--- config.mk ---
export PLATFORM = sky130hd
export DESIGN_NAME = vga_window_color
export DESIGN_NICKNAME = d
export VERILOG_FILES = /design/src/rtl/vga_window_color_pkg.sv /design/src/rtl/vga_window_hit.sv /design/src/rtl/vga_window_color.sv
export SDC_FILE = /design/constraint.sdc
export NUM_CORES = 1
export LEC_CHECK = 0
export ABC_CLOCK_PERIOD_IN_PS = 2600
export CORE_MARGIN = 5
export CORE_UTILIZATION = 59
export CTS_CLUSTER_DIAMETER = 40
export DETAILED_ROUTE_END_ITERATION = 8
export HOLD_SLACK_MARGIN = 0.03
export PLACE_DENSITY = 0.95
export SLEW_MARGIN = 20
export SYNTH_ARGS = -nofsm -noshare
export SYNTH_HDL_FRONTEND = slang
export SYNTH_SLANG_ARGS = --single-unit
--- constraint.sdc ---
create_clock -name clk -period 2.6 [get_ports clk]
set_input_delay 0.39 -clock clk [delete_from_list [all_inputs] [get_ports clk]]
set_output_delay 0.39 -clock clk [all_outputs]
set_load 0.005 [all_outputs]
--- src/rtl/vga_window_color_pkg.sv ---
// Shared VGA width constants, RGB channel slots and the Win_id width helper
// used by the windowed color assigner and its per-window hit unit.
package vga_window_color_pkg;

  localparam int VGA_COLOR_WIDTH   = 4;
  localparam int VGA_DATA_WIDTH    = 3 * VGA_COLOR_WIDTH;
  localparam int VGA_REZ_MAX_WIDTH = 11;
  localparam int VGA_NUM_WIN       = 2;

  // Channel slots inside a pixel word, counted in units of COLOR_WIDTH.
  localparam int R_LSB = 0;
  localparam int G_LSB = 1;
  localparam int B_LSB = 2;

  function automatic int win_id_width(input int num_win);
    return (num_win < 1) ? 1 : $clog2(num_win + 1);
  endfunction

endpackage

--- src/rtl/vga_window_hit.sv ---
// One window: active bounds register (loaded on commit) and the inclusive
// hit compare; with VGA_WINDOW_BORDER_EN defined it also flags edge pixels.
module vga_window_hit
  import vga_window_color_pkg::*;
#(
  parameter int REZ_MAX_WIDTH = VGA_REZ_MAX_WIDTH
) (
  input  logic                     clk,
  input  logic                     rst_n,
  input  logic                     commit_i,
  input  logic                     en_i,
  input  logic [REZ_MAX_WIDTH-1:0] h_start_i,
  input  logic [REZ_MAX_WIDTH-1:0] h_end_i,
  input  logic [REZ_MAX_WIDTH-1:0] v_start_i,
  input  logic [REZ_MAX_WIDTH-1:0] v_end_i,
  input  logic [REZ_MAX_WIDTH-1:0] count_h_i,
  input  logic [REZ_MAX_WIDTH-1:0] count_v_i,
  output logic                     hit_o
`ifdef VGA_WINDOW_BORDER_EN
  ,
  output logic                     edge_o
`endif
);

  logic                     en_q, en_d;
  logic [REZ_MAX_WIDTH-1:0] h_start_q, h_start_d;
  logic [REZ_MAX_WIDTH-1:0] h_end_q, h_end_d;
  logic [REZ_MAX_WIDTH-1:0] v_start_q, v_start_d;
  logic [REZ_MAX_WIDTH-1:0] v_end_q, v_end_d;

  always_comb begin
    en_d      = en_q;
    h_start_d = h_start_q;
    h_end_d   = h_end_q;
    v_start_d = v_start_q;
    v_end_d   = v_end_q;
    if (commit_i) begin
      en_d      = en_i;
      h_start_d = h_start_i;
      h_end_d   = h_end_i;
      v_start_d = v_start_i;
      v_end_d   = v_end_i;
    end else begin
      en_d      = en_q;
      h_start_d = h_start_q;
      h_end_d   = h_end_q;
      v_start_d = v_start_q;
      v_end_d   = v_end_q;
    end
  end

  always_ff @(posedge clk or negedge rst_n) begin
    if (!rst_n) begin
      en_q      <= 1'b0;
      h_start_q <= '0;
      h_end_q   <= '0;
      v_start_q <= '0;
      v_end_q   <= '0;
    end else begin
      en_q      <= en_d;
      h_start_q <= h_start_d;
      h_end_q   <= h_end_d;
      v_start_q <= v_start_d;
      v_end_q   <= v_end_d;
    end
  end

  // start > end on an axis makes that axis unsatisfiable, so no wrap-around.
  assign hit_o = en_q
              && (count_h_i >= h_start_q) && (count_h_i <= h_end_q)
              && (count_v_i >= v_start_q) && (count_v_i <= v_end_q);

`ifdef VGA_WINDOW_BORDER_EN
  assign edge_o = (count_h_i == h_start_q) || (count_h_i == h_end_q)
               || (count_v_i == v_start_q) || (count_v_i == v_end_q);
`endif

endmodule

--- src/rtl/vga_window_color.sv ---
// Prioritised multi-window color assigner, 2-cycle latency, with geometry
// double-buffered to frame start. Optional border: VGA_WINDOW_BORDER_EN.
module vga_window_color
  import vga_window_color_pkg::*;
#(
  parameter int COLOR_WIDTH   = VGA_COLOR_WIDTH,
  parameter int DATA_WIDTH    = 3 * COLOR_WIDTH,
  parameter int REZ_MAX_WIDTH = VGA_REZ_MAX_WIDTH,
  parameter int NUM_WIN       = VGA_NUM_WIN
) (
  input  logic                             clk,
  input  logic                             rst_n,
  input  logic [REZ_MAX_WIDTH-1:0]         Count_h,
  input  logic [REZ_MAX_WIDTH-1:0]         Count_v,
  input  logic [NUM_WIN*DATA_WIDTH-1:0]    Data,
  input  logic [DATA_WIDTH-1:0]            Bg_color,
`ifdef VGA_WINDOW_BORDER_EN
  input  logic [DATA_WIDTH-1:0]            Border_color,
`endif
  input  logic                             Cfg_load,
  input  logic [NUM_WIN*REZ_MAX_WIDTH-1:0] Cfg_h_start,
  input  logic [NUM_WIN*REZ_MAX_WIDTH-1:0] Cfg_h_end,
  input  logic [NUM_WIN*REZ_MAX_WIDTH-1:0] Cfg_v_start,
  input  logic [NUM_WIN*REZ_MAX_WIDTH-1:0] Cfg_v_end,
  input  logic [NUM_WIN-1:0]               Cfg_win_en,
  output logic                             Cfg_pending,
  output logic [COLOR_WIDTH-1:0]           Red,
  output logic [COLOR_WIDTH-1:0]           Green,
  output logic [COLOR_WIDTH-1:0]           Blue,
  output logic [win_id_width(NUM_WIN)-1:0] Win_id
);

  localparam int WID_W = win_id_width(NUM_WIN);
  localparam int RW    = REZ_MAX_WIDTH;
  localparam int DW    = DATA_WIDTH;

  logic                  frame_start_s;
  logic                  commit_s;
  logic                  pending_q, pending_d;
  logic [NUM_WIN*RW-1:0] pend_hs_q, pend_he_q, pend_vs_q, pend_ve_q;
  logic [NUM_WIN-1:0]    pend_en_q;
  logic [NUM_WIN*RW-1:0] src_hs_s, src_he_s, src_vs_s, src_ve_s;
  logic [NUM_WIN-1:0]    src_en_s;

  logic [NUM_WIN-1:0]    hit_s, hit_q;
  logic [NUM_WIN*DW-1:0] data_q;
  logic [DW-1:0]         bg_q;
  logic [DW-1:0]         rgb_d, rgb_q;
  logic [WID_W-1:0]      win_d, win_q;
`ifdef VGA_WINDOW_BORDER_EN
  logic [NUM_WIN-1:0]    edge_s, edge_q;
  logic [DW-1:0]         border_q;
`endif

  assign frame_start_s = (Count_h == '0) && (Count_v == '0);

  // A load coincident with frame start bypasses the pending set entirely.
  assign commit_s = frame_start_s && (Cfg_load || pending_q);
  assign src_hs_s = Cfg_load ? Cfg_h_start : pend_hs_q;
  assign src_he_s = Cfg_load ? Cfg_h_end   : pend_he_q;
  assign src_vs_s = Cfg_load ? Cfg_v_start : pend_vs_q;
  assign src_ve_s = Cfg_load ? Cfg_v_end   : pend_ve_q;
  assign src_en_s = Cfg_load ? Cfg_win_en  : pend_en_q;

  always_comb begin
    pending_d = pending_q;
    if (frame_start_s) begin
      pending_d = 1'b0;
    end else if (Cfg_load) begin
      pending_d = 1'b1;
    end else begin
      pending_d = pending_q;
    end
  end

  always_ff @(posedge clk or negedge rst_n) begin
    if (!rst_n) begin
      pending_q <= 1'b0;
      pend_hs_q <= '0;
      pend_he_q <= '0;
      pend_vs_q <= '0;
      pend_ve_q <= '0;
      pend_en_q <= '0;
    end else begin
      pending_q <= pending_d;
      if (Cfg_load) begin
        pend_hs_q <= Cfg_h_start;
        pend_he_q <= Cfg_h_end;
        pend_vs_q <= Cfg_v_start;
        pend_ve_q <= Cfg_v_end;
        pend_en_q <= Cfg_win_en;
      end
    end
  end

  for (genvar i = 0; i < NUM_WIN; i++) begin : g_win
    vga_window_hit #(
      .REZ_MAX_WIDTH (RW)
    ) u_hit (
      .clk       (clk),
      .rst_n     (rst_n),
      .commit_i  (commit_s),
      .en_i      (src_en_s[i]),
      .h_start_i (src_hs_s[i*RW +: RW]),
      .h_end_i   (src_he_s[i*RW +: RW]),
      .v_start_i (src_vs_s[i*RW +: RW]),
      .v_end_i   (src_ve_s[i*RW +: RW]),
      .count_h_i (Count_h),
      .count_v_i (Count_v),
      .hit_o     (hit_s[i])
`ifdef VGA_WINDOW_BORDER_EN
      ,
      .edge_o    (edge_s[i])
`endif
    );
  end

  always_ff @(posedge clk or negedge rst_n) begin
    if (!rst_n) begin
      hit_q    <= '0;
      data_q   <= '0;
      bg_q     <= '0;
`ifdef VGA_WINDOW_BORDER_EN
      edge_q   <= '0;
      border_q <= '0;
`endif
    end else begin
      hit_q    <= hit_s;
      data_q   <= Data;
      bg_q     <= Bg_color;
`ifdef VGA_WINDOW_BORDER_EN
      edge_q   <= edge_s;
      border_q <= Border_color;
`endif
    end
  end

  // Scan from the lowest priority upward so window 0 is assigned last and wins.
  always_comb begin
    win_d = WID_W'(NUM_WIN);
    rgb_d = bg_q;
    for (int i = NUM_WIN - 1; i >= 0; i--) begin
      if (hit_q[i]) begin
        win_d = WID_W'(i);
`ifdef VGA_WINDOW_BORDER_EN
        rgb_d = edge_q[i] ? border_q : data_q[i*DW +: DW];
`else
        rgb_d = data_q[i*DW +: DW];
`endif
      end else begin
        win_d = win_d;
        rgb_d = rgb_d;
      end
    end
  end

  always_ff @(posedge clk or negedge rst_n) begin
    if (!rst_n) begin
      rgb_q <= '0;
      win_q <= WID_W'(NUM_WIN);
    end else begin
      rgb_q <= rgb_d;
      win_q <= win_d;
    end
  end

  assign Red         = rgb_q[R_LSB*COLOR_WIDTH +: COLOR_WIDTH];
  assign Green       = rgb_q[G_LSB*COLOR_WIDTH +: COLOR_WIDTH];
  assign Blue        = rgb_q[B_LSB*COLOR_WIDTH +: COLOR_WIDTH];
  assign Win_id      = win_q;
  assign Cfg_pending = pending_q;

endmodule

==> results of run 1 <==
[layer usage]
metal,global-route usage [%],up-vias
li1,-,3195
met1,28.85,3384
met2,41.66,215
met3,4.703,74
met4,9.454,0
met5,0,-
[path summary, 6_finish.rpt]
check                      depth (start not counted)                   endpoint                   startpoint  slack [ns]
hold / removal                                     1                 data_q[19]                     Data[19]        0.30
setup / recovery                                   8  g_win[0].u_hit.h_end_q[3]                   Count_h[2]        0.22
max in group asynchronous                          3                  Win_id[1]                        rst_n        1.24
min in group asynchronous                          2  g_win[0].u_hit.h_end_q[3]                        rst_n        0.46
setup reg to reg                                   8                   hit_q[0]  g_win[0].u_hit.h_start_q[4]        0.58
hold reg to reg                                    2                   rgb_q[9]                    data_q[9]        0.46
[cell type report]
type	instances	area, µm²	share of cell area [%]
multi-input combinational	446	4526	32.18
clock inverter	17	235.2	1.672
clock buffer	39	845.8	6.014
tap	229	286.5	2.037
timing repair buffer	205	2032	14.45
inverter	82	307.8	2.188
sequential	233	5832	41.46
[placed cells by master, fill, tap and decap left out, drive strengths merged]
| master | netlist | layout |
|---|---|---|
| nor2b | 2 | 2 |
| clkbuf | 5 | 39 |
| a221oi | 2 | 2 |
| inv | 82 | 89 |
| a211oi | 8 | 8 |
| nand2b | 4 | 4 |
| dfstp | 1 | 1 |
| nand3 | 8 | 8 |
| nand4 | 13 | 13 |
| nor3 | 2 | 2 |
| nor4 | 11 | 11 |
| nand2 | 26 | 26 |
| mux2i | 12 | 12 |
| clkinv | 0 | 6 |
| nand3b | 2 | 2 |
| a211o | 2 | 2 |
| o31ai | 6 | 6 |
| ha | 88 | 88 |
| o21ai | 24 | 24 |
| bufinv | 0 | 4 |
| a21oi | 28 | 28 |
| dfrtp | 232 | 232 |
| clkdlybuf4s50 | 0 | 163 |
| a21o | 6 | 6 |
| mux2 | 180 | 180 |
| and4 | 2 | 2 |
| nor2 | 11 | 11 |
| or4 | 1 | 1 |
| o211ai | 4 | 4 |
| o21a | 4 | 4 |
| dlygate4sd3 | 0 | 1 |
| buf | 19 | 41 |
[power breakdown]
part | leakage, nW | total, W | switching (W) | internal (W)
logic | 2.69 | 0.000820 | 0.000384 | 0.000436
clock network | 0.535 | 0.00437 | 0.00164 | 0.00274
registers | 2.93 | 0.00385 | 0.0000455 | 0.00380
total | 6.16 | 0.00904 | 0.00206 | 0.00698
[flip-flops by register name (all words and copies together), names as in the netlist, 12 cells and up]
| register | count |
|---|---|
| g_win.u_hit.v_end_q | 22 |
| g_win.u_hit.h_end_q | 22 |
| pend_vs_q | 22 |
| g_win.u_hit.v_start_q | 22 |
| pend_he_q | 22 |
| pend_ve_q | 22 |
| bg_q | 12 |
| data_q | 24 |
| pend_hs_q | 22 |
| rgb_q | 12 |
| g_win.u_hit.h_start_q | 22 |
[worst max-delay path, stage by stage]
cell	delay (ns)
clkdlybuf4s50_1	0.47
nor4_1	0.33
buf_4	0.20
nand4_1	0.19
nor4_2	0.24
nor2b_4	0.31
buf_12	0.28
mux2_4	0.33
[per-stage QoR]
step                      area (µm²)  TNS (ns)  cells  hold slack (ns)
after CTS                      14060         0   1251           0.2818
after global routing           14060         0   1251           0.2728
after global placement         12970    -17.86   1194           0.4335
after detailed placement       12970    -26.28   1194           0.4490
after floorplan                10910         0    785          0.09441
final                          14060         0   1251           0.2983
[kinds of logic (layout without fill, tap and decap cells)]
family | after synthesis | after routing | share of synthesized area (%)
flops | 233 | 233 | 53.44
buf+inv | 106 | 343 | 5.136
fa+ha+maj | 88 | 88 | 10.09
mux | 192 | 192 | 22.77
simple gates | 82 | 82 | 3.933
compound gates | 84 | 84 | 4.632
==> results.json, run 1 <==
{
  "status": "finished, final reports clean",
  "worstPathMaxFanout": 34,
  "ctsResizeCount": 0,
  "grt_pass1_vias": 7899,
  "cts_buffers": 31,
  "power.total_w": 0.009041,
  "maxSlewViolCount": 0,
  "initial_core_util_pct": 60.34,
  "vias": 6868,
  "tightest_slew_ns": 0.8435,
  "numPortBuffers": 165,
  "ctsHoldBuffers": 1,
  "synth_area_leaders": "dfrtp_1 (53%), mux2_4 (12%), ha_1 (10%), mux2_1 (9.3%), inv_1 (2.8%)",
  "yosysMostFrequentCell": "dfrtp_1",
  "die_h_um": 146,
  "root_buffer": "clkbuf_16",
  "drc": 0,
  "cts.sinks": 233,
  "utilization_pct": 77.77,
  "clock_tree.buffer_depth": 3,
  "cts_setup_buffers": 0,
  "fmax_mhz": 419.6,
  "num_antenna_cells": 0,
  "dp_hpwl_um": 18180,
  "async_flop_share_pct": 100.0,
  "die_x_um": 146,
  "cts_tree": "yes",
  "rsz0062_at_grt": "false",
  "finClkSkew_ns": 0.01905,
  "grt_use_total_pct": 23.71,
  "drtAntennaViolNets": 0,
  "slew_headroom_pct": 43.77,
  "worst-setup-path-type": "in2reg",
  "fin_crit_sh_pct": 91.66,
  "drt-met1-wl_um": 10050,
  "dp_slack_ns": -0.3233,
  "htreeDepth": 1,
  "yosys_warnings": 0,
  "vias_per_cell": 5.490,
  "synthDistinctLibCells": 33,
  "synthCells": 785,
  "fill_cells": 1017,
  "wl_um": 25220,
  "seq_area_frac_synth_pct": 53.44,
  "finalNetCount": 1238,
  "area_growth_pct": 28.88,
  "coreArea_um2": 18090,
  "routed-wl-met2_um": 12830,
  "drt_first_iter_violations": 330,
  "critPathLaunchType": "input pin",
  "clkSlewWorstSetupHoldPaths_ns": 0.06,
  "cap_violations": 0,
  "layout_setup_ws_ns": 0.2169,
  "dr.max_layer_used": "met4",
  "synth_commonest_cells": "dfrtp_1 (232), mux2_1 (90), mux2_4 (90)",
  "p_leak_nw": 6.160,
  "grt_max_degree": 89,
  "final-setup-viol-count": 0,
  "yosys.area.top_type": "dfrtp_1",
  "gr-total-overflow": 0,
  "synth-edff-count": 0,
  "power_density_nw_per_um2": 642.8,
  "dr_wl_met3_um": 1378,
  "worstPathRequired_ns": 3.01,
  "grt_pass1_wl_um": 40780,
  "drive_gt1_share_pct": 18.30,
  "critPathCaptureType": "flip-flop",
  "peakVddDrop_v": 0.0005846,
  "clock_latency_ns": 0.54,
  "avgSynthCellArea_um2": 13.90,
  "die_area_um2": 21320,
  "pin_count": 166,
  "finalWeightedCongestion": 0.8416,
  "antenna_found_initial": 0,
  "synth_flop_cell": "dfrtp_1",
  "cp.arrival_ns": 2.79,
  "core.rowCount": 49,
  "hold_path_class": "in2reg",
  "wl_per_cell_um": 20.16,
  "hold_violations": 0,
  "syn_nets": 1024,
  "synth_area_um2": 10910,
  "finalCriticalPeriod_ns": 2.383,
  "ys_seq_elements": 233,
  "yosys.area.top_type_share_pct": 53.20,
  "first_pass_iters": 4
}
No activity file was read; power rests on OpenSTA's default activity.
==> run 2: changes to the inputs <==
- RECOVER_POWER: not set -> 25
==> run 2 against run 1 <==
Net effect: first-iteration DRC count decreased by 2.4%; non-clock buffer count unchanged; total power decreased by 0.14%; hold slack improved by 0.11 ns; die area unchanged; critical endpoint is now g_win[0].u_hit.h_end_q[2]; highest routed layer unchanged.
==> results.json, run 2 (synthesized netlist as in run 1, its figures left out) <==
{
  "status": "finished, final reports clean",
  "finalCriticalPeriod_ns": 2.380,
  "met2_usage_pct": 41.66,
  "pin_count": 166,
  "clkSlewWorstSetupHoldPaths_ns": 0.06,
  "die_area_um2": 21320,
  "final_common_cell": "dfrtp_1",
  "drt_first_iter_violations": 322,
  "fill_cells": 1018,
  "maxSlewViolCount": 0,
  "worstPathRequired_ns": 3.01,
  "root_buffer": "clkbuf_16",
  "grt_use_total_pct": 23.71,
  "dp_hpwl_um": 18180,
  "grt.met3_usage_pct": 4.703,
  "drc": 0,
  "tightest_slew_ns": 1.248,
  "final_cell_mix": "dfrtp_1 (232), clkdlybuf4s50_1 (127), mux2_1 (90), mux2_4 (90), ha_1 (88)",
  "worstPathMaxFanout": 34,
  "final-setup-viol-count": 0,
  "wl_um": 25170,
  "final_area_um2": 14050,
  "rsz0062_at_grt": "false",
  "vias": 6849,
  "hold_path_class": "in2reg",
  "worst-setup-path-type": "in2reg",
  "largest_reg_flops": 24,
  "peakVddDrop_v": 0.0005822,
  "numPortBuffers": 165,
  "top_usage_layer": "met2",
  "finalWeightedCongestion": 0.8416,
  "first_pass_iters": 4,
  "grt_pass1_wl_um": 40780,
  "placed_cell_area_um2": 12970,
  "initial_core_util_pct": 60.34,
  "fmax_mhz": 420.2,
  "wl_per_cell_um": 20.12,
  "num_antenna_cells": 0,
  "die_x_um": 146,
  "area_growth_pct": 28.79,
  "clock_tree.buffer_depth": 3,
  "cts_tree": "yes",
  "antenna_found_initial": 0,
  "power_density_nw_per_um2": 642.3,
  "fin_hold_ws_ns": 0.4130,
  "fin_crit_sh_pct": 91.54,
  "p_leak_nw": 6.166,
  "grt_pass1_vias": 7899,
  "cp.arrival_ns": 2.79,
  "regMostFlops": "data_q",
  "finalNetCount": 1238,
  "critPathCaptureType": "flip-flop",
  "power.total_w": 0.009028,
  "slew_headroom_pct": 16.78,
  "coreArea_um2": 18090,
  "vias_per_cell": 5.475,
  "critPathLaunchType": "input pin",
  "hold_violations": 0,
  "fin_setup_tns_ns": 0,
  "die_h_um": 146,
  "met1_usage_pct": 28.85,
  "cts_setup_buffers": 0,
  "core.rowCount": 49,
  "drtAntennaViolNets": 0,
  "finClkSkew_ns": 0.01886,
  "gr-total-overflow": 0,
  "drive_gt1_share_pct": 18.30,
  "htreeDepth": 1,
  "cap_violations": 0,
  "cts_buffers": 31,
  "cts.sinks": 233,
  "grt_max_degree": 89,
  "clock_latency_ns": 0.54
}
## run 2: timing repair
action	4_1_cts	5_1_grt
hold endpoints to repair	83	0
gates resized for setup	0	0
endpoints found under the setup margin	0	0
hold buffers	1	0
## run 2: layout make-up
type	count	area, µm²	share of cell area, %
clock inverter	17	235.2	1.674
multi-input combinational	446	4526	32.20
sequential	233	5832	41.49
tap	229	286.5	2.039
inverter	82	307.8	2.190
clock buffer	39	845.8	6.018
timing repair buffer	205	2022	14.39
## run 2: stage by stage
stage / worst slack (ns) / std cells / util (%)
floorplan: 0.5139 / 785 / -
global placement: -0.2194 / 1194 / 71.73
detailed placement: -0.3233 / 1194 / 71.73
CTS: 0.2665 / 1251 / 77.77
global route: 0.1608 / 1251 / 77.71
finish: 0.2200 / 1251 / 77.71
## run 2: critical path: stages
cell and delay [ns]:
clkdlybuf4s50_1 0.47, nor4_1 0.33, buf_4 0.20, nand4_1 0.19
nor4_2 0.24, nor2b_4 0.31, buf_12 0.28, mux2_4 0.33
## run 2: metal layers
metal | part of all wire [%] | up-vias | routed length, µm
met5 | 0 | - | 0
met4 | 3.9 | 0 | 983
met3 | 5.4 | 76 | 1355
met2 | 51 | 205 | 12800
met1 | 40 | 3373 | 10030
li1 | - | 3195 | -
## run 2: power breakdown
group          leakage (nW)  switching, W  internal, W
combinational          2.70      0.000383     0.000424
sequential             2.93     0.0000453      0.00380
clock                 0.535       0.00164      0.00274
## run 2: path summary, 6_finish.rpt
path / from / end / slack (ns) / cells past startpoint
max in group asynchronous: rst_n / Win_id[1] / 0.82 / 3
min in group asynchronous: rst_n / pend_he_q[21] / 0.69 / 2
setup / recovery: Count_h[2] / g_win[0].u_hit.h_end_q[2] / 0.22 / 8
hold reg to reg: data_q[9] / rgb_q[9] / 0.46 / 2
hold / removal: Data[19] / data_q[19] / 0.41 / 1
setup reg to reg: g_win[0].u_hit.h_start_q[4] / hit_q[0] / 0.55 / 8
